## config.mk

```make
export PLATFORM = sky130hd
export DESIGN_NAME = phase_decoder
export DESIGN_NICKNAME = d
export VERILOG_FILES = /design/src/rtl/phase_decoder.sv
export SDC_FILE = /design/constraint.sdc
export NUM_CORES = 1
export LEC_CHECK = 0
export ABC_CLOCK_PERIOD_IN_PS = 2220
export CORE_MARGIN = 3
export CORE_UTILIZATION = 45
export CTS_CLUSTER_DIAMETER = 50
export DETAILED_ROUTE_END_ITERATION = 7
export GPL_ROUTABILITY_DRIVEN = 1
export PLACE_DENSITY_LB_ADDON = 0.08
export SLEW_MARGIN = 20
export SYNTH_ARGS = -nofsm -noshare
export SYNTH_HDL_FRONTEND = slang
export SYNTH_SLANG_ARGS = --single-unit
```

## constraint.sdc

```tcl
create_clock -name CLK -period 2.22 [get_ports CLK]
set_input_delay 0.444 -clock CLK [delete_from_list [all_inputs] [get_ports CLK]]
set_output_delay 0.444 -clock CLK [all_outputs]
set_load 0.03 [all_outputs]
```

## src/rtl/phase_decoder.sv

```systemverilog
// phase_decoder: registered one-hot index decoder with
// direct, strobe, scan and hold modes.
module phase_decoder #(
  parameter int SEL_W = 3,
  parameter int OUTS  = 8
) (
  input  logic             CLK,
  input  logic             RST_N,
  input  logic             EN,
  input  logic [1:0]       MODE,
  input  logic [SEL_W-1:0] SEL,
  input  logic             LOAD,
  output logic [OUTS-1:0]  OUT,
  output logic [SEL_W-1:0] IDX,
  output logic             WRAP,
  output logic             ERR
);

  typedef enum logic [1:0] {
    M_DIRECT = 2'b00,
    M_STROBE = 2'b01,
    M_SCAN   = 2'b10,
    M_HOLD   = 2'b11
  } mode_e;

  localparam logic [SEL_W:0]   OUTS_LIM = (SEL_W+1)'(OUTS);
  localparam logic [SEL_W-1:0] LAST     = SEL_W'(OUTS-1);

  logic [OUTS-1:0]  out_q, out_d;
  logic [SEL_W-1:0] idx_q, idx_d;
  logic             wrap_q, wrap_d;
  logic             err_q, err_d;

  mode_e            mode;
  logic             sel_ok;
  logic             at_last;
  logic [SEL_W-1:0] idx_step;

  function automatic logic [OUTS-1:0] onehot(
    input logic [SEL_W-1:0] i
  );
    onehot = OUTS'(1) << i;
  endfunction

  assign mode     = mode_e'(MODE);
  assign sel_ok   = {1'b0, SEL} < OUTS_LIM;
  // scan wraps at OUTS-1, not at the natural width limit
  assign at_last  = idx_q == LAST;
  assign idx_step = at_last ? '0 : idx_q + SEL_W'(1);

  always_comb begin
    idx_d  = idx_q;
    out_d  = '0;
    wrap_d = 1'b0;
    err_d  = 1'b0;
    if (EN) begin
      unique case (mode)
        M_DIRECT: begin
          if (sel_ok) begin
            idx_d = SEL;
            out_d = onehot(SEL);
          end else begin
            err_d = 1'b1;
          end
        end
        M_STROBE: begin
          if (LOAD) begin
            if (sel_ok) begin
              idx_d = SEL;
              out_d = onehot(SEL);
            end else begin
              err_d = 1'b1;
            end
          end
        end
        M_SCAN: begin
          if (LOAD && sel_ok) begin
            idx_d = SEL;
            out_d = onehot(SEL);
          end else begin
            err_d  = LOAD;
            idx_d  = idx_step;
            wrap_d = at_last;
            out_d  = onehot(idx_step);
          end
        end
        M_HOLD: begin
          out_d = out_q;
        end
      endcase
    end
  end

  always_ff @(posedge CLK or negedge RST_N) begin
    if (!RST_N) begin
      out_q  <= '0;
      idx_q  <= '0;
      wrap_q <= 1'b0;
      err_q  <= 1'b0;
    end else begin
      out_q  <= out_d;
      idx_q  <= idx_d;
      wrap_q <= wrap_d;
      err_q  <= err_d;
    end
  end

  assign OUT  = out_q;
  assign IDX  = idx_q;
  assign WRAP = wrap_q;
  assign ERR  = err_q;

endmodule

```

==> out/metrics.yaml <==
drc_errors: 0
status: "finished, final reports clean"
hp-class: "reg -> reg"
grt_pass1_vias: 646
layout.cells.non_filler: 126
via_count: 663
cellLeakagePower_nw: 0.485
synth_cell_types: 31
synth.avg_cell_area_um2: 10.6
synth_top_cell_by_area: "dfrtp_1"
drive_above_1_share: 0.176
ir_drop_mv: 0.406
timing.final.crit_share: 0.882
power_frac_clock: 0.273
drv_cap: 0
grt_max_degree: 13
fin_crit_ns: 1.96
synth_seq_cells: 12
hold_depth: 2
synth-simple-area-share: 0.208
place_ws_ns: 0.00615
tns_ns: 0
clk_latency_ns: 0.27
routed_wl_mm: 1.71
cp_max_fo: 6
portBuffers: 20
clk_path_buf_depth: 2
clk_pin_slew_worst_paths_ns: 0.08
dr.pass1.iters: 4
synth_seq_area_share: 0.369
h-tree-depth: 1
worstSetupEndpointType: "flop"
grt_use_total: 0.160
synth.net_count: 95
arrival_ns: 2.12
max_freq_mhz: 511
grt_pass1_wl_mm: 2.94
cts_hold_buf: 0
synth_area_um2: 813
crit_type: "in -> reg"
drtIter0Drc: 21
viasPerCell: 5.26
hold_viol: 0
maxSlewViolCount: 0
finalWorstSetupSlack_ns: 0.262
netlist_instances: 77
cts_tree: "done"
p_int_mw: 0.427
worstPathRequired_ns: 2.38
powerDensity_nw_per_um2: 590
grt.met3_usage: 0.0337
combPwrFrac: 0.334
hpwl_mm: 1.30
synth_xor_area_frac: 0
synth-compound-area-share: 0.152
post_drt_wl_per_cell_um: 13.6
synth_top_family_by_area: "simple AND/OR/NAND/NOR gates"
setup_viol: 0
cts_sinks: 12
initial_utilization: 0.510
relSlewSlack: 0.628
r2r_cells: 4
finish.utilization: 0.684
power_frac_seq: 0.392
clockRootBuffer: "clkbuf_4"
use_met2: 0.257
cts_buffers: 3
cts_setup_buffers: 0
rows: 14
ys_top_cells_by_area: "dfrtp_1 37%, ha_1 14%, a221o_1 4.9%"
synthMuxAreaShare: 0.0769
met1_usage: 0.203
cts-resized-gates: 0
nNetsFinal: 121
busiest_layer: "met2"
core_area_um2: 1590
layout_common_cells: "20 x clkdlybuf4s50_1, 12 x dfrtp_1, 9 x ha_1, 8 x inv_1"
p_switching_mw: 0.216
fin_skew_ns: 0.00563
overflow: 0
switching_share: 0.336
antenna_found_initial: 0
yosysWarnings: 0
die-height_um: 48.5
die_area_um2: 2350
diodes: 0
fp.dieW_um: 48.5
critPathLaunchType: "input port"
yosysTopAreaCellShare: 0.369
dp_cells: 122
rsz0062_at_grt: "false"
place_congestion: 0.868
synthAdderAreaFrac: 0.138
ant_nets: 0
ios: 22
final_common_cell: "clkdlybuf4s50_1"
tightest_slew_ns: 0.556
area_growth_pct: 34.2
==> flip-flops by register name (all words and copies together) (netlist names) <==
register / cells
IDX: 3
OUT: 8
WRAP: 1
==> through the flow <==
stage / power (mW) / hold slack [ns] / cell area (um2)
6_report: 0.644 / 0.484 / 1090
3_5_place_dp: 0.470 / 0.479 / 1050
2_1_floorplan: 0.384 / 0.148 / 813
3_3_place_gp: 0.467 / 0.464 / 1050
4_1_cts: 0.645 / 0.497 / 1090
5_1_grt: 0.680 / 0.538 / 1090
==> layout make-up <==
class                   count  area, um2
well taps                  24       30.0
flip-flops and latches     12        300
clock buffers               4       36.3
inverters                   8       30.0
fillers                   122        503
multi-input cells          55        472
repair buffers             23        223
==> metal layers <==
metal,vias up,part of all wire
li1,330,-
met1,308,0.46
met2,23,0.48
met3,2,0.054
met4,0,0.0070
met5,-,0
==> Yosys cell counts <==
library cell	count
dfrtp_1	12
ha_1	9
inv_1	8
a221o_1	4
mux2i_1	4
nand2_1	4
o21ai_0	4
nor2_1	3
nor4_1	3
a21oi_1	2
a32oi_1	2
mux2_2	2
nand2b_1	2
a211oi_2	1
a21oi_2	1
a22oi_1	1
and2_2	1
and3_2	1
and4bb_2	1
buf_4	1
clkbuf_1	1
conb_1	1
nand3_1	1
nand4_1	1
nor2b_2	1
nor4b_2	1
nor4b_4	1
o21a_1	1
or2b_1	1
or3_1	1
or3b_4	1
==> cells by family (layout without fill, tap and decap cells) <==
logic type	after synthesis	after routing
buffers and inverters	10	35
adders and majority gates	9	9
muxes	6	6
DFF	12	12
AOI/OAI and AO/OA	16	16
and+or+nand+nor	23	23
other	1	1
==> final timing paths <==
| check | from | to | slack (ns) |
|---|---|---|---|
| setup / recovery | MODE[0] | OUT[3]$_DFFE_PN0P_ | 0.26 |
| max in group asynchronous | RST_N | IDX[0]$_DFFE_PN0P_ | 1.32 |
| min in group asynchronous | RST_N | OUT[2]$_DFFE_PN0P_ | 0.53 |
| setup reg to reg | IDX[0]$_DFFE_PN0P_ | IDX[2]$_DFFE_PN0P_ | 0.57 |
| hold / removal | OUT[6]$_DFFE_PN0P_ | OUT[6]$_DFFE_PN0P_ | 0.48 |
| hold reg to reg | OUT[6]$_DFFE_PN0P_ | OUT[6]$_DFFE_PN0P_ | 0.48 |
==> worst max-delay path: stages <==
cell	delay, ns
clkdlybuf4s50_1	0.50
inv_1	0.05
ha_1	0.36
a211oi_2	0.36
nor4_1	0.11
a221o_1	0.28
==> power groups by stage <==
stage          logic [mW]  clock network, mW  registers [mW]
2_1_floorplan      0.0975                  0           0.286
3_3_place_gp        0.210                  0           0.256
3_5_place_dp        0.212                  0           0.258
4_1_cts             0.215              0.176           0.253
5_1_grt             0.235              0.189           0.256
6_report            0.215              0.176           0.253
No activity file was read; power rests on OpenSTA's default activity.
